===== config.mk =====
export PLATFORM = sky130hd
export DESIGN_NAME = mem_access_stage
export DESIGN_NICKNAME = d
export VERILOG_FILES = /design/src/rtl/mem_access_stage.sv
export SDC_FILE = /design/constraint.sdc
export NUM_CORES = 1
export LEC_CHECK = 0
export CAP_MARGIN = 20
export CORE_MARGIN = 4
export CORE_UTILIZATION = 43
export CTS_CLUSTER_DIAMETER = 80
export DETAILED_ROUTE_END_ITERATION = 10
export PLACE_DENSITY = 0.81
export RECOVER_POWER = 50
export SYNTH_ARGS = -nofsm -noshare
export SYNTH_HDL_FRONTEND = slang
export SYNTH_SLANG_ARGS = --single-unit
export TNS_END_PERCENT = 1

===== constraint.sdc =====
create_clock -name clk -period 2.6 [get_ports clk]
set_clock_uncertainty 0.2 [all_clocks]
set_input_delay 0.39 -clock clk [delete_from_list [all_inputs] [get_ports clk]]
set_output_delay 0.39 -clock clk [all_outputs]
set_load 0.05 [all_outputs]

===== src/rtl/mem_access_stage.sv =====
// Memory-access pipeline stage: drives a req/ack data-memory port and stalls the
// front end while an access is outstanding. It also registers the MEM/WB outputs.
module mem_access_stage #(
    parameter int TIMEOUT = 64
) (
    input  logic        clk,
    input  logic        rst,
    input  logic [1:0]  Mem_WB,
    input  logic        read_En,
    input  logic        write_En,
    input  logic [31:0] DataAddress,
    input  logic [31:0] WriteData,
    input  logic [4:0]  dest,
    output logic        mem_req,
    output logic        mem_we,
    output logic [31:0] mem_addr,
    output logic [31:0] mem_wdata,
    input  logic [31:0] mem_rdata,
    input  logic        mem_ack,
    output logic        stall,
    output logic [1:0]  wb_ctrl,
    output logic [31:0] wb_ReadData,
    output logic [31:0] wb_ALUResult,
    output logic [4:0]  Write_Register,
    output logic        bus_err
);

    localparam int CW = $clog2(TIMEOUT + 1);

    typedef enum logic {S_IDLE, S_WAIT} state_t;

    state_t      state_q, state_d;
    logic [CW-1:0] cnt_q, cnt_d;
    logic        hold_we_q, hold_we_d;
    logic [31:0] hold_addr_q, hold_addr_d;
    logic [31:0] hold_wdata_q, hold_wdata_d;
    logic [1:0]  hold_wb_q, hold_wb_d;
    logic [4:0]  hold_dest_q, hold_dest_d;

    logic [1:0]  wb_ctrl_q, wb_ctrl_d;
    logic [31:0] wb_rdata_q, wb_rdata_d;
    logic [31:0] wb_alu_q, wb_alu_d;
    logic [4:0]  wb_dest_q, wb_dest_d;
    logic        bus_err_q, bus_err_d;

    logic        acc, misaligned, at_limit;
    logic        res_load;
    logic        res_we;
    logic [31:0] res_addr;
    logic [1:0]  res_wb;
    logic [4:0]  res_dest;

    always_comb begin
        acc        = read_En | write_En;
        misaligned = acc && (DataAddress[1:0] != 2'b00);
        at_limit   = (cnt_q == CW'(TIMEOUT));

        state_d      = state_q;
        cnt_d        = cnt_q;
        hold_we_d    = hold_we_q;
        hold_addr_d  = hold_addr_q;
        hold_wdata_d = hold_wdata_q;
        hold_wb_d    = hold_wb_q;
        hold_dest_d  = hold_dest_q;
        bus_err_d    = bus_err_q;

        // Bubble is the default MEM/WB contents.
        wb_ctrl_d  = 2'b00;
        wb_rdata_d = 32'd0;
        wb_alu_d   = 32'd0;
        wb_dest_d  = 5'd0;

        mem_req   = 1'b0;
        mem_we    = 1'b0;
        mem_addr  = 32'd0;
        mem_wdata = 32'd0;
        stall     = 1'b0;

        res_load = 1'b0;
        res_we   = 1'b0;
        res_addr = 32'd0;
        res_wb   = 2'b00;
        res_dest = 5'd0;

        case (state_q)
            S_IDLE: begin
                if (misaligned) begin
                    bus_err_d = 1'b1;
                end else if (acc) begin
                    mem_req   = 1'b1;
                    mem_we    = write_En;
                    mem_addr  = {DataAddress[31:2], 2'b00};
                    mem_wdata = WriteData;
                    if (mem_ack) begin
                        res_load = 1'b1;
                        res_we   = write_En;
                        res_addr = DataAddress;
                        res_wb   = Mem_WB;
                        res_dest = dest;
                    end else begin
                        stall        = 1'b1;
                        hold_we_d    = write_En;
                        hold_addr_d  = {DataAddress[31:2], 2'b00};
                        hold_wdata_d = WriteData;
                        hold_wb_d    = Mem_WB;
                        hold_dest_d  = dest;
                        cnt_d        = CW'(1);
                        state_d      = S_WAIT;
                    end
                end else begin
                    wb_ctrl_d = Mem_WB;
                    wb_alu_d  = DataAddress;
                    wb_dest_d = dest;
                end
            end
            S_WAIT: begin
                stall = !mem_ack;
                if (!mem_ack && at_limit) begin
                    // Abort: the instruction is dropped and only the error flag survives.
                    bus_err_d = 1'b1;
                    cnt_d     = '0;
                    state_d   = S_IDLE;
                end else begin
                    mem_req   = 1'b1;
                    mem_we    = hold_we_q;
                    mem_addr  = hold_addr_q;
                    mem_wdata = hold_wdata_q;
                    if (mem_ack) begin
                        res_load = 1'b1;
                        res_we   = hold_we_q;
                        res_addr = hold_addr_q;
                        res_wb   = hold_wb_q;
                        res_dest = hold_dest_q;
                        cnt_d    = '0;
                        state_d  = S_IDLE;
                    end else if (cnt_q != '1) begin
                        cnt_d = cnt_q + CW'(1);
                    end
                end
            end
            default: state_d = S_IDLE;
        endcase

        if (res_load) begin
            wb_ctrl_d  = res_we ? 2'b00 : res_wb;
            wb_rdata_d = res_we ? 32'd0 : mem_rdata;
            wb_alu_d   = res_addr;
            wb_dest_d  = res_dest;
        end
    end

    always_ff @(posedge clk) begin
        if (!rst) begin
            state_q      <= S_IDLE;
            cnt_q        <= '0;
            hold_we_q    <= 1'b0;
            hold_addr_q  <= 32'd0;
            hold_wdata_q <= 32'd0;
            hold_wb_q    <= 2'b00;
            hold_dest_q  <= 5'd0;
            wb_ctrl_q    <= 2'b00;
            wb_rdata_q   <= 32'd0;
            wb_alu_q     <= 32'd0;
            wb_dest_q    <= 5'd0;
            bus_err_q    <= 1'b0;
        end else begin
            state_q      <= state_d;
            cnt_q        <= cnt_d;
            hold_we_q    <= hold_we_d;
            hold_addr_q  <= hold_addr_d;
            hold_wdata_q <= hold_wdata_d;
            hold_wb_q    <= hold_wb_d;
            hold_dest_q  <= hold_dest_d;
            wb_ctrl_q    <= wb_ctrl_d;
            wb_rdata_q   <= wb_rdata_d;
            wb_alu_q     <= wb_alu_d;
            wb_dest_q    <= wb_dest_d;
            bus_err_q    <= bus_err_d;
        end
    end

    assign wb_ctrl        = wb_ctrl_q;
    assign wb_ReadData    = wb_rdata_q;
    assign wb_ALUResult   = wb_alu_q;
    assign Write_Register = wb_dest_q;
    assign bus_err        = bus_err_q;

endmodule


==> flow_summary.ini, run 1 <==
[outcome]
status = finished, violations left
violations = setup timing

[cts]
clockBufferDepth = 2
cts_buffers = 17
clkSinkCount = 150
cts_root_buf = clkbuf_16
insertion_delay_ns = 0.42
h-tree-depth = 4
clkTransAtPathRegs_ns = 0.06
ctsHoldBuffers = 0
cts_tree = yes

[yosys]
synth_seq_cells = 150
synth_top_family_by_area = compound AO/OA/AOI/OAI gates
synth_area_um2 = 5890
synth_simple_gate_area_share_pct = 17.0
async_flop_share_pct = 0
netlist_top_cells_area = dfxtp_1 (51%), a22o_1 (15%), nand2_1 (9.3%)
ys_seq_area_share_pct = 51.0
synth_enable_flop_cells = 0
yosysTopAreaCell = dfxtp_1
synthAdderAreaFrac_pct = 0.425
ys_types = 42
syn_area_per_cell_um2 = 9.46
netlist.area_leader.share_pct = 51.0
synth_compound_area_share_pct = 26.1
synth_cells = 623
ys.flop_type = dfxtp_1
synth_xor_area_share_pct = 0
synth_mux_area_share_pct = 0
yosysWarningCount = 0

[cells_and_area]
syn2layout_area_growth_pct = 77.4
design_area_um2 = 10400
nFillCells = 777
finalCoreUtilization_pct = 78.3
nets = 988
drive_gt1_share_pct = 25.7
n_antenna_cell = 0

[worst_hold_path]
hold_path.class = register to register
holdPathStages = 2
worstHoldStart = hold_dest_q[3]$_SDFFE_PN0P_
whs_endpoint = hold_dest_q[3]$_SDFFE_PN0P_

[critical_path]
path_cells = clkdlybuf4s50_1 > or2_4 > nor3_4 > buf_4 > clkbuf_16 > a22o_4 > buf_12
critPathSlowestCell = clkdlybuf4s50_1
crit_fanout = 14
r2r_start = state_q$_SDFF_PN0_
cp.arrival_ns = 2.05
cpPeakStageDelay_ns = 0.42
reg2reg_depth = 5
crit_type = input pin to output pin
ff2ff_setup_slack_ns = 0.45
cp-end-kind = output pin
crit_path_start_kind = input pin
r2r-end = wb_ALUResult[8]$_SDFF_PN0_
worstPathRequired_ns = 2.01

[floorplanning]
dieWidth_um = 125
die-area_um2 = 15600
io_pins = 247
die_h_um = 125
row_count = 42
design.core.area_um2 = 13300
start_util_pct = 44.1

[sta]
tightestPinTransition_ns = 0.960
finalCritPeriodShare_pct = 102
setup_ws_ns = -0.0418
slew_headroom_pct = 36.0
slew_viol_final = 0
fmax_ghz = 0.379
rsz0062_at_grt = yes
finalSetupTns_ns = -0.768
setup_viol = 49
hold_viol_final = 0
whs_ns = 0.253
period_minus_slack_ns = 2.64

[route]
antenna_left = 0
drt-total-wl_mm = 21.5
drc_errors = 0
avgRoutedWirePerCell_um = 20.2
vias = 5872
viasPerCell = 5.50
dr.pass1.iters = 5
drtIter0Drc = 529

[global_route]
grt_pass1_wl_mm = 31.8
grt_max_degree = 46
gr-total-overflow = 0
grt_pass1_vias = 5887
grtUsageTotal_pct = 25.1
antenna_found_initial = 0

[placed_design]
place_area_um2 = 9220
dpl.hpwl_mm = 13.6
io_buffers = 244
gp_congestion = 0.819

[power]
peakVddDrop_mv = 0.459
powerDensity_nw_per_um2 = 576
total_power_w = 0.00602
leakagePower_nw = 3.99

[run]
drv_cap = 0
==> logic make-up after synthesis <==
kind of cell,Yosys count
and+or+nand+nor,217
AOI/OAI and AO/OA,195
DFF,150
buffers and inverters,58
adders and majority gates,2
other,1
==> critical path: cells and delay by family <==
family          cells  cell delay, ns
simple gates        2            0.52
compound gates      1            0.18
buf+inv             4            0.95
==> layout by cell type, fill, tap and decap left out, drive strengths merged, types with 2 or more instances in the layout <==
master	count
o21ai	2
or2	3
nand4	3
clkinvlp	5
bufinv	3
a211oi	2
o211ai	2
dfxtp	150
a221oi	2
nand3	6
clkbuf	28
nand2	146
nor4	3
nor3	6
ha	2
conb	2
clkdlybuf4s50	178
buf	98
a2bb2oi	2
a21oi	77
nor2	12
and3	3
a22o	98
inv	7
a31oi	3
o221a	3
and2	32
clkinv	5
==> synth_stat cells (4+ instances only) <==
| master | count |
|---|---|
| nand3_1 | 6 |
| a21oi_2 | 31 |
| clkbuf_1 | 19 |
| inv_1 | 4 |
| nand2_1 | 146 |
| a22o_1 | 98 |
| and2_1 | 32 |
| nor2_1 | 12 |
| a21oi_1 | 46 |
| buf_6 | 8 |
| buf_2 | 21 |
| dfxtp_1 | 150 |
==> metrics by stage <==
stage	worst slack, ns	instances
3_5_place_dp	0.0255	1018
5_1_grt	-0.0930	1067
3_3_place_gp	0.0625	1018
4_1_cts	-0.0516	1058
2_1_floorplan	0.226	624
6_report	-0.0418	1067
==> layout make-up <==
class | count | area, µm² | area share, %
sequential | 150 | 3020 | 28.9
multi-input combinational | 416 | 2960 | 28.4
tap | 176 | 220 | 2.11
inverter | 6 | 23.8 | 0.228
clock buffer | 18 | 429 | 4.11
clock inverter | 14 | 176 | 1.69
timing repair buffer | 287 | 3620 | 34.6
==> report_power, final <==
part           internal [W]  leakage [nW]  switching, W
logic              0.000525          2.49      0.000584
clock network       0.00152         0.285      0.000994
registers           0.00236          1.22     0.0000381
==> worst max-delay path by stage <==
| stage | startpoint | slack [ns] | depth (start not counted) | end |
|---|---|---|---|---|
| final | DataAddress[0] | -0.04 | 7 | mem_addr[22] |
| after global routing | DataAddress[0] | -0.09 | 7 | mem_addr[13] |
| after CTS | cnt_q[4]$_SDFFE_PN0P_ | -0.05 | 6 | mem_req |
| after detailed placement | DataAddress[0] | 0.03 | 6 | mem_addr[24] |
| after global placement | DataAddress[0] | 0.06 | 6 | mem_addr[24] |
| after floorplan | mem_ack | 0.23 | 6 | mem_addr[10] |
==> per-layer routing <==
layer	part of all wire (%)	wire [µm]	vias to the layer above	global-route usage, %
met4	2.2	471	0	9.25
met5	0	0	-	0
met3	7.9	1690	38	6.70
li1	-	-	2701	-
met2	53	11400	316	45.7
met1	37	7980	2817	28.0
==> state kept, by name, indices dropped and copies added (netlist names) <==
name,cells
hold_wdata_q,32
state_q,1
Write_Register,5
cnt_q,7
hold_addr_q,30
wb_ReadData,32
hold_we_q,1
wb_ALUResult,32
hold_wb_q,2
hold_dest_q,5
bus_err,1
wb_ctrl,2
==> timing repair <==
action | in CTS | in global routing
pin swaps | 2 | 6
endpoints found under the setup margin | 64 | 64
cloned | 2 | 6
resized for setup | 30 | 34
setup buffers | 6 | 3
Power figures use the tool's default switching activity.
==> inputs of run 2 (changes only) <==
- SKIP_LAST_GASP: not set -> 1
==> run 2 against run 1 <==
  * The flow still finishes with violations (setup timing)
  * Wire length grew 1.5%
  * Total power is 0.18% higher
  * Sequential share of layout area about the same
  * Combinational power is essentially flat
  * First-iteration DRC count rose by 8.9%
  * Maximum frequency is 2.1% lower
  * Setup slack worse by 0.056 ns
  * Final area about the same
  * Die area unchanged
  * Highest routed layer unchanged
==> flow_summary.ini, run 2 (synthesis results as in run 1) <==
[outcome]
status = finished, violations left
violations = setup timing

[cells_and_area]
drive_gt1_share_pct = 26.0
syn2layout_area_growth_pct = 77.5
final_cell_mix = clkdlybuf4s50_1 (178), nand2_1 (146), dfxtp_1 (145)
finalCoreUtilization_pct = 78.3
mostFrequentLayoutCell = clkdlybuf4s50_1
stdcell_count = 1067
n_antenna_cell = 0
nets = 988

[floorplanning]
die-area_um2 = 15600
start_util_pct = 44.1
design.core.area_um2 = 13300
io_pins = 247
dieWidth_um = 125
die_h_um = 125
row_count = 42

[sta]
period_minus_slack_ns = 2.70
rsz0062_at_grt = yes
whs_ns = 0.254
slew_headroom_pct = 28.2
setup_ws_ns = -0.0978
tightestPinTransition_ns = 1.08
finalSetupTns_ns = -2.56
setup_viol = 59
finalCritPeriodShare_pct = 104
hold_viol_final = 0
fmax_ghz = 0.371
slew_viol_final = 0

[global_route]
gr-total-overflow = 0
grt_max_degree = 46
grtUsageTotal_pct = 25.0
grt_pass1_wl_mm = 31.8
antenna_found_initial = 0
grt_pass1_vias = 5873

[power]
leakagePower_nw = 4.01
power.share.clock_pct = 41.8
powerDensity_nw_per_um2 = 577
seqPwrFrac_pct = 39.8
switching_share_pct = 27.0
combPwrFrac_pct = 18.4
p_switching_w = 0.00163
internal_power_w = 0.00441
peakVddDrop_mv = 0.456

[cts]
clkTransAtPathRegs_ns = 0.06
clkSinkCount = 150
h-tree-depth = 4
cts_root_buf = clkbuf_16
cts_buffers = 17
ctsHoldBuffers = 0
clockBufferDepth = 2
insertion_delay_ns = 0.42
cts_tree = yes

[critical_path]
cp-end-kind = output pin
path_cells = clkdlybuf4s50_1 > or2_1 > nor3_4 > buf_4 > buf_12 > a22o_1 > buf_12
crit_cells = 7
r2r_start = state_q$_SDFF_PN0_
worstPathRequired_ns = 2.01
critPathLaunch = DataAddress[0]
crit_path_start_kind = input pin
reg2reg_depth = 5
cp.arrival_ns = 2.11
crit_buf_inv = 4
cpPeakStageDelay_ns = 0.41
ff2ff_setup_slack_ns = 0.47
crit_type = input pin to output pin
critPathTopFamily = buffers and inverters
crit_path_end = mem_addr[15]
cpMostUsedCell = buf_12
critPathSlowestCell = clkdlybuf4s50_1
crit_fanout = 14
r2r-end = wb_ALUResult[8]$_SDFF_PN0_

[placed_design]
io_buffers = 244
gp_congestion = 0.819
dpl.cell_count = 1018
dpl.hpwl_mm = 13.6

[route]
viasPerCell = 5.61
dr.pass1.iters = 5
antenna_left = 0
drtIter0Drc = 576
avgRoutedWirePerCell_um = 20.5
drt-total-wl_mm = 21.8
vias = 5981
drc_errors = 0

[worst_hold_path]
hold_path.class = register to register
holdPathStages = 2

[run]
drv_cap = 0
-- run 2: cell count changes in the layout (fill, tap and decap cells not counted), sizes merged --
cell    before  now
buf         98   99
clkbuf      28   27
-- run 2: metrics by stage --
step | worst slack, ns | power, W | instance area, µm²
detailed placement | 0.0255 | 0.00345 | 9220
floorplan | 0.226 | 0.00293 | 5890
global placement | 0.0625 | 0.00343 | 9220
global route | -0.161 | 0.00620 | 10500
CTS | -0.0612 | 0.00598 | 10100
finish | -0.0978 | 0.00603 | 10500
-- run 2: worst register-to-register path: stages (launching register included) --
cell	delay [ns]
dfxtp_1	0.40
inv_1	0.10
buf_4	0.19
nor3_1	0.19
clkbuf_2	0.69
a22o_1	0.30
-- run 2: worst min path at each step --
| stage | from | endpoint |
|---|---|---|
| 4_1_cts | hold_dest_q[3]$_SDFFE_PN0P_ | hold_dest_q[3]$_SDFFE_PN0P_ |
| 3_3_place_gp | hold_dest_q[0]$_SDFFE_PN0P_ | hold_dest_q[0]$_SDFFE_PN0P_ |
| 2_1_floorplan | hold_wdata_q[0]$_SDFFE_PN0P_ | hold_wdata_q[0]$_SDFFE_PN0P_ |
| 3_5_place_dp | hold_dest_q[3]$_SDFFE_PN0P_ | hold_dest_q[3]$_SDFFE_PN0P_ |
| 6_report | hold_dest_q[3]$_SDFFE_PN0P_ | hold_dest_q[3]$_SDFFE_PN0P_ |
| 5_1_grt | hold_wb_q[1]$_SDFFE_PN0P_ | hold_wb_q[1]$_SDFFE_PN0P_ |
-- run 2: area by class of cell --
class | count | area (µm²)
clock buffer | 18 | 429
timing repair buffer | 287 | 3620
tap | 176 | 220
inverter | 6 | 23.8
fill | 768 | 2890
clock inverter | 14 | 176
multi-input combinational | 416 | 2970
sequential | 150 | 3020
-- run 2: power groups by stage --
stage	clock network, W	logic (W)	registers (W)
5_1_grt	0.00265	0.00115	0.00240
6_report	0.00252	0.00111	0.00240
3_5_place_dp	0	0.00101	0.00245
2_1_floorplan	0	0.000388	0.00255
4_1_cts	0.00253	0.00105	0.00240
3_3_place_gp	0	0.000991	0.00244
-- run 2: metal layers --
metal  wire [µm]  track usage [%]  vias up
met2       11500             45.6      340
li1            -                -     2712
met5           0                0        -
met1        8110             28.0     2881
met3        1720             6.70       48
met4         494             9.25        0
-- run 2: timing repair --
action,in CTS,in global routing
setup buffers,6,3
pin swaps,2,6
resized for setup,27,34
setup endpoints to repair,64,64
cloned,2,6
